<file path="src/rtl/mealy_frame_rx.sv">
// -----------------------------------------------------------------------------
// mealy_frame_rx
//   Parametrised Mealy serial frame receiver. While the strobe S is high, one
//   data bit D per clock is shifted into a WIDTH-bit word. The cycle in which S
//   returns low terminates the frame: R pulses for that one cycle together with
//   the trailer bit Y (= D) and an error flag, while Word/Len already hold the
//   complete payload. Frames longer than WIDTH park in OVF and discard bits.
//
// Parameters
//   WIDTH     : maximum payload bits per frame (2..32)
//   MIN_LEN   : minimum legal payload length (1..WIDTH)
//   LSB_FIRST : 0 = first bit ends up at the MSB of a full frame,
//               1 = first bit lands in Word[0]
//
// Ports
//   C      in   clock, rising edge
//   aR     in   asynchronous active-high reset
//   S      in   frame strobe
//   D      in   serial data
//   R      out  frame done (Mealy, terminating cycle only)
//   Y      out  trailer bit, D in the terminating cycle, else 0
//   Err    out  frame error, meaningful while R is high
//   Word   out  received payload (registered)
//   Len    out  number of bits received (registered, saturates at WIDTH)
//   StateQ out  current state code (IDLE=0, RECV=1, OVF=2)
// -----------------------------------------------------------------------------
module mealy_frame_rx #(
  parameter int WIDTH     = 8,
  parameter int MIN_LEN   = 1,
  parameter bit LSB_FIRST = 1'b0,
  localparam int LW       = $clog2(WIDTH + 1)
) (
  input  logic             C,
  input  logic             aR,
  input  logic             S,
  input  logic             D,
  output logic             R,
  output logic             Y,
  output logic             Err,
  output logic [WIDTH-1:0] Word,
  output logic [LW-1:0]    Len,
  output logic [1:0]       StateQ
);

  typedef enum logic [1:0] {
    IDLE = 2'd0,
    RECV = 2'd1,
    OVF  = 2'd2
  } state_t;

  state_t             state_q, state_d;
  logic [WIDTH-1:0]   word_q,  word_d;
  logic [LW-1:0]      len_q,   len_d;
  logic               r_s, y_s, err_s;

  // Insert one bit into the word according to the shift mode. In LSB-first mode
  // the bit goes to position len; upper bits were zeroed at frame start.
  function automatic logic [WIDTH-1:0] shift_in(input logic [WIDTH-1:0] word,
                                                input logic [LW-1:0]    len,
                                                input logic             bit_in);
    logic [WIDTH-1:0] res;
    res = word;
    if (LSB_FIRST) begin
      for (int i = 0; i < WIDTH; i++) begin
        if (len == LW'(i)) begin
          res[i] = bit_in;
        end else begin
          res[i] = word[i];
        end
      end
    end else begin
      res = {word[WIDTH-2:0], bit_in};
    end
    return res;
  endfunction

  // Next-state, datapath update and Mealy outputs.
  always_comb begin
    state_d = state_q;
    word_d  = word_q;
    len_d   = len_q;
    r_s     = 1'b0;
    y_s     = 1'b0;
    err_s   = 1'b0;
    case (state_q)
      IDLE: begin
        if (S) begin
          // First bit always lands in bit 0, for both shift modes.
          word_d    = {WIDTH{1'b0}};
          word_d[0] = D;
          len_d     = LW'(1);
          state_d   = RECV;
        end else begin
          state_d = IDLE;
        end
      end
      RECV: begin
        if (S) begin
          if (len_q < LW'(WIDTH)) begin
            word_d  = shift_in(word_q, len_q, D);
            len_d   = len_q + LW'(1);
            state_d = RECV;
          end else begin
            // Word is full: keep it and swallow the rest of the frame.
            state_d = OVF;
          end
        end else begin
          r_s     = 1'b1;
          y_s     = D;
          err_s   = (len_q < LW'(MIN_LEN));
          state_d = IDLE;
        end
      end
      OVF: begin
        if (S) begin
          state_d = OVF;
        end else begin
          r_s     = 1'b1;
          y_s     = D;
          err_s   = 1'b1;
          state_d = IDLE;
        end
      end
      default: begin
        // Unused code 3: outputs quiet, fall back to IDLE.
        state_d = IDLE;
      end
    endcase
  end

  // State and payload registers with asynchronous reset.
  always_ff @(posedge C or posedge aR) begin
    if (aR) begin
      state_q <= IDLE;
      word_q  <= {WIDTH{1'b0}};
      len_q   <= {LW{1'b0}};
    end else begin
      state_q <= state_d;
      word_q  <= word_d;
      len_q   <= len_d;
    end
  end

  assign R      = r_s;
  assign Y      = y_s;
  assign Err    = err_s;
  assign Word   = word_q;
  assign Len    = len_q;
  assign StateQ = state_q;

endmodule

</file>
<file path="config.mk">
export PLATFORM = sky130hd
export DESIGN_NAME = mealy_frame_rx
export DESIGN_NICKNAME = d
export VERILOG_FILES = /design/src/rtl/mealy_frame_rx.sv
export SDC_FILE = /design/constraint.sdc
export NUM_CORES = 1
export LEC_CHECK = 0
export CAP_MARGIN = 0
export CORE_MARGIN = 10
export CORE_UTILIZATION = 48
export CTS_CLUSTER_DIAMETER = 50
export DETAILED_ROUTE_END_ITERATION = 8
export PLACE_DENSITY = 0.86
export SLEW_MARGIN = 25
export SYNTH_ARGS = -nofsm -noshare
export SYNTH_HDL_FRONTEND = slang
export SYNTH_SLANG_ARGS = --single-unit
</file>
<file path="constraint.sdc">
create_clock -name C -period 2.9 [get_ports C]
set_clock_uncertainty 0.15 [all_clocks]
set_input_delay 0.58 -clock C [delete_from_list [all_inputs] [get_ports C]]
set_output_delay 0.58 -clock C [all_outputs]
set_load 0.02 [all_outputs]
</file>
After elaboration in Yosys (flattened, before gate mapping)
Cells that the tools add are included.
{"block": "word_totals", "reg_bits": 14, "inputBits": 4, "output_inout_bits": 17, "wordCells": 34}
{"block": "op_classes", "add_sub_neg": 1, "magnitude_cmp": 2, "n_eq_ne": 5, "muxes": 19, "n_reduce_logical": 4}
{"operator": "$mux W8", "n": 3}
{"operator": "$pmux W8 S2", "n": 1}
{"operator": "$mux W4", "n": 3}
{"operator": "$pmux W4 S2", "n": 1}
{"operator": "$mux W1", "n": 6}
{"operator": "$mux W2", "n": 3}
{"operator": "$ne A2 B2 Y1 const B", "n": 3}
{"operator": "$pmux W2 S3", "n": 1}
{"operator": "$add A4 B1 Y4 const B", "n": 1}
{"operator": "$lt A4 B1 Y1 const B", "n": 1}
{"operator": "$lt A4 B4 Y1 const B", "n": 1}
{"operator": "$reduce_and A4 Y1", "n": 1}
{"operator": "$eq A2 B1 Y1 const B", "n": 1}
{"operator": "$eq A2 B2 Y1 const B", "n": 1}
{"operator": "$logic_not A2 Y1", "n": 1}
{"operator": "$pmux W1 S2", "n": 1}
{"operator": "$reduce_bool A2 Y1", "n": 1}
{"operator": "$reduce_or A2 Y1", "n": 1}

Longest topological paths before layout
{"block": "logic_depth", "ltp_word": 4, "mapped_depth": 6, "depth_no_buf": 5}

Worst setup path before layout
Ideal clock, no wire load.
{"block": "synth_timing", "path_kind": "flip-flop to output port", "startpoint": "register state_q[1] (netlist: StateQ[1])", "endpoint": "output Err", "arrival_ns": 1.399, "slack_ns": 0.771, "path_stages_with_launch": 5, "cell_sequence": "dfrtp_1 -> inv_1 -> ha_1 -> and2b_2 -> nor2b_1"}
{"block": "synth_via", "elab_chain_cells": 2}
{"item": "from (decl)", "line_no": "51", "text": "state_t state_q, state_d;"}
{"item": "from (signal assigned)", "line_no": "138", "text": "state_q <= state_d;"}
{"item": "$eq A2 B2 Y1 / $eq A2 B1 Y1 (equally long branches)", "line_no": "85", "text": "case (state_q)"}
{"item": "$pmux W1 S2 (*)", "line_no": "85"}
{"item": "to (decl)", "line_no": "39", "text": "output logic Err,"}
Mark *: on every way between the ends. The rest lies on a longest branch, timed or not.

Final worst setup path
{"block": "layout_timing", "startpoint": "input S", "endpoint": "output Y"}
{"block": "layout_via", "elab_chain_cells": 2}
{"item": "from (decl)", "line_no": "35", "text": "input logic S,"}
{"item": "$mux W1", "line_no": "98, 115"}
{"item": "$mux W1"}
{"item": "to (decl)", "line_no": "38", "text": "output logic Y,"}
Every way passes these cells.

==> results by group <==
Final layout
  – Number of nets in the layout: 91
  – Fraction of final layout cells with drive strength greater than 1: 8.86%
  – Layout-stage area growth over the synthesis result: 31.7%
  – Final std cell area, no fill: 921 sq um
  – # fillers: 102
  – Diodes inserted: 0
  – Number of non-filler instances in the completed layout: 94

Power
  – Maximum resistive drop on vdd: 438 uV
  – Power density relative to cell area: 687 mW/mm^2
  – Leakage Power: 0.450 nW

Detailed routing
  – Via count of the routed design: 504
  – First-pass DRT Iterations: 4
  – Residual antenna-violating net count after detailed routing: 0
  – Starting DRT DRC Count: 7
  – Routed length per instance: 16.6 microns
  – Via density: 5.36
  – Overall routed net length: 1.56 mm
  – Number of DRC violations after detailed routing: 0

Yosys
  – Area contributors post-synth: dfrtp_1, ha_1, a22o_1
  – Share of the synthesized area in the top cell type: 50.1%
  – Post-synthesis instance area: 699 sq um
  – Primary FF master, synth: dfrtp_1
  – Syn Inst Count: 58
  – Mapped Nets: 68
  – Number of enable-type register cells in the synthesized netlist: 0
  – Yosys warning count: 0
  – Share of synthesized area occupied by flip-flops and latches: 50.1%
  – Post-synth cell types: 20
  – FF+latch count, synth: 14
  – Largest area contributor in the netlist: dfrtp_1
  – Mean area per synthesized cell: 12.1 sq um
  – Fraction of synthesis flops using an asynchronous set or reset pin: 100%

Place
  – Count of buffers from port buffering: 20
  – GPL Wtd Cong: 0.759
  – Cell total after placement: 91
  – DP HPWL: 1.24 mm
  – DP Area: 896 sq um

Floorplan
  – Top-level I/O count: 21
  – Core Rows: 13
  – DIE AREA: 0.00338 sq mm
  – DIE HEIGHT: 58.2 microns
  – X dimension of the die: 58.2 microns
  – Placeable core region: 0.00133 sq mm
  – Initial core utilization: 52.4%

Global route
  – Global-route wire length before repair: 2.54 mm
  – Total routing usage reported by global routing: 9.20%
  – Via count of the first global-routing pass: 549
  – Number of antenna violations at the first check in global routing: 0
  – Pin count of the biggest net entering global routing: 15
  – Total congestion overflow after global routing: 0

STA
  – Summed negative setup slack over all endpoints: 0 ps
  – Crit share post-route: 94.5%
  – Setup-failing EPs final: 0
  – Clock period minus final worst setup slack: 2740 ps
  – Maximum achievable frequency: 365 MHz
  – Relative max-transition margin: 65.0%
  – Transition time at the pin with the least slew margin: 525 ps
  – Unrepaired setup endpoints after global routing: false
  – Fin. max-slew vios: 0
  – Final number of hold-violating endpoints: 0

Hold path
  – Min-Delay Startpoint: Word[0]
  – Number of cells traversed by the worst hold path: 1
  – Class of the tightest hold or removal check: flip-flop to flip-flop
  – WHS Endpoint: Word[0]

Clock network
  – Buffer cell driving the clock tree root: clkbuf_4
  – Worst-skew pair later-pin latency: 270 ps
  – Clock transition at path regs: 80 ps
  – Number of buffers on the longest clock path: 2
  – Total number of clock tree sinks: 14
  – Total CTS buffers: 3
  – H-tree depth: 1
  – TritonCTS clock tree: done

Worst setup path
  – Reg-to-reg setup timing slack: 1090 ps
  – CP endpoint kind: output pin
  – Path depth of the worst reg2reg path: 5
  – Type of origin of the critical path: input pin
  – Kind of critical path: input pin to output pin
  – Crit-path max FO: 3
  – WP data required: 2170 ps
  – Worst path arrival time: 2010 ps
  – R2R Path Start: StateQ[1]
  – Worst R2R End: Word[0]

Job
  – Max-cap check violation count: 0

Run status
  – Run status: completed
==> routing by layer <==
layer,vias up,global-route usage [%],wire length [microns]
li1,247,-,-
met1,248,9.12,651
met2,9,16.9,806
met3,0,5.01,104
met4,0,1.01,0
met5,-,0,0
==> synth_stat cells (2+ instances only) <==
cell     instances
a21oi_1          3
a22o_1           8
a31oi_1          2
buf_6            2
dfrtp_1         14
ha_1             6
inv_1            6
mux2_1           2
nor2_1           3
nor2b_1          2
==> sequential cells by signal, summed over array words and instances (netlist names) <==
name	count
Word	8
StateQ	2
Len	4
==> cell families (layout without fill, tap and decap cells) <==
family | Yosys count | after routing | synth area share [%]
AO/OA/AOI/OAI | 14 | 14 | 16.3
flip-flops | 14 | 14 | 50.1
AND/OR/NAND/NOR | 13 | 13 | 11.8
buffers and inverters | 8 | 29 | 6.44
adder cells (fa/ha/maj) | 6 | 6 | 10.7
multiplexers | 3 | 3 | 4.65
==> critical path, cell delays in order <==
cell and delay (ps):
clkdlybuf4s50_1 490, and2b_2 240, and2_1 150, clkdlybuf4s50_1 540
==> worst max-delay path by stage <==
| stage | start | to | depth (start not counted) |
|---|---|---|---|
| global route | S | Y | 4 |
| floorplan | StateQ[1] | Err | 4 |
| detailed placement | S | Y | 4 |
| CTS | StateQ[1] | Err | 6 |
| global placement | S | Y | 4 |
| finish | S | Y | 4 |
==> power by group <==
part	internal, W	total (W)	switching [W]
clock network	0.0000480	0.000107	0.0000586
logic	0.000125	0.000255	0.000131
registers	0.000234	0.000270	0.0000364
total	0.000407	0.000632	0.000226
==> area by class of cell <==
type                            instances  area (sq um)  area share (%)
Inverter                                6          22.5            2.45
Sequential cell                        14           350            38.0
Clock buffer                            3          22.5            2.45
Timing Repair Buffer                   20           203            22.0
Multi-Input combinational cell         36           304            33.0
Tap cell                               15          18.8            2.04
==> placed cells by master (no fill, tap or decap) <==
| master | n |
|---|---|
| clkdlybuf4s50_1 | 19 |
| dfrtp_1 | 14 |
| a22o_1 | 8 |
| inv_1 | 6 |
| ha_1 | 6 |
| a21oi_1 | 3 |
| nor2_1 | 3 |
| clkbuf_4 | 3 |
| nor2b_1 | 2 |
| mux2_1 | 2 |
| a31oi_1 | 2 |
| or2_1 | 1 |
| and2b_4 | 1 |
| nand3_1 | 1 |
| and2_4 | 1 |
| o21ai_4 | 1 |
| and3_1 | 1 |
| and2b_2 | 1 |
| or2b_1 | 1 |
| and2_1 | 1 |
| mux2i_1 | 1 |
| dlymetal6s2s_1 | 1 |
==> per-stage QoR <==
step	hold WS (ps)	total power [W]	setup WS, ps	utilization, %
after floorplan	319	0.000415	771	-
after global placement	335	0.000521	196	67.2
after detailed placement	358	0.000532	152	67.2
after CTS	378	0.000637	110	68.9
after global routing	398	0.000667	101	69.0
final	380	0.000632	160	69.0
==> timing repair <==
action	CTS	global route
endpoints found under the setup margin	0	1
resized for setup	0	1
setup buffers	0	0
hold buffers	0	0
(Power assumes the default switching activity.)
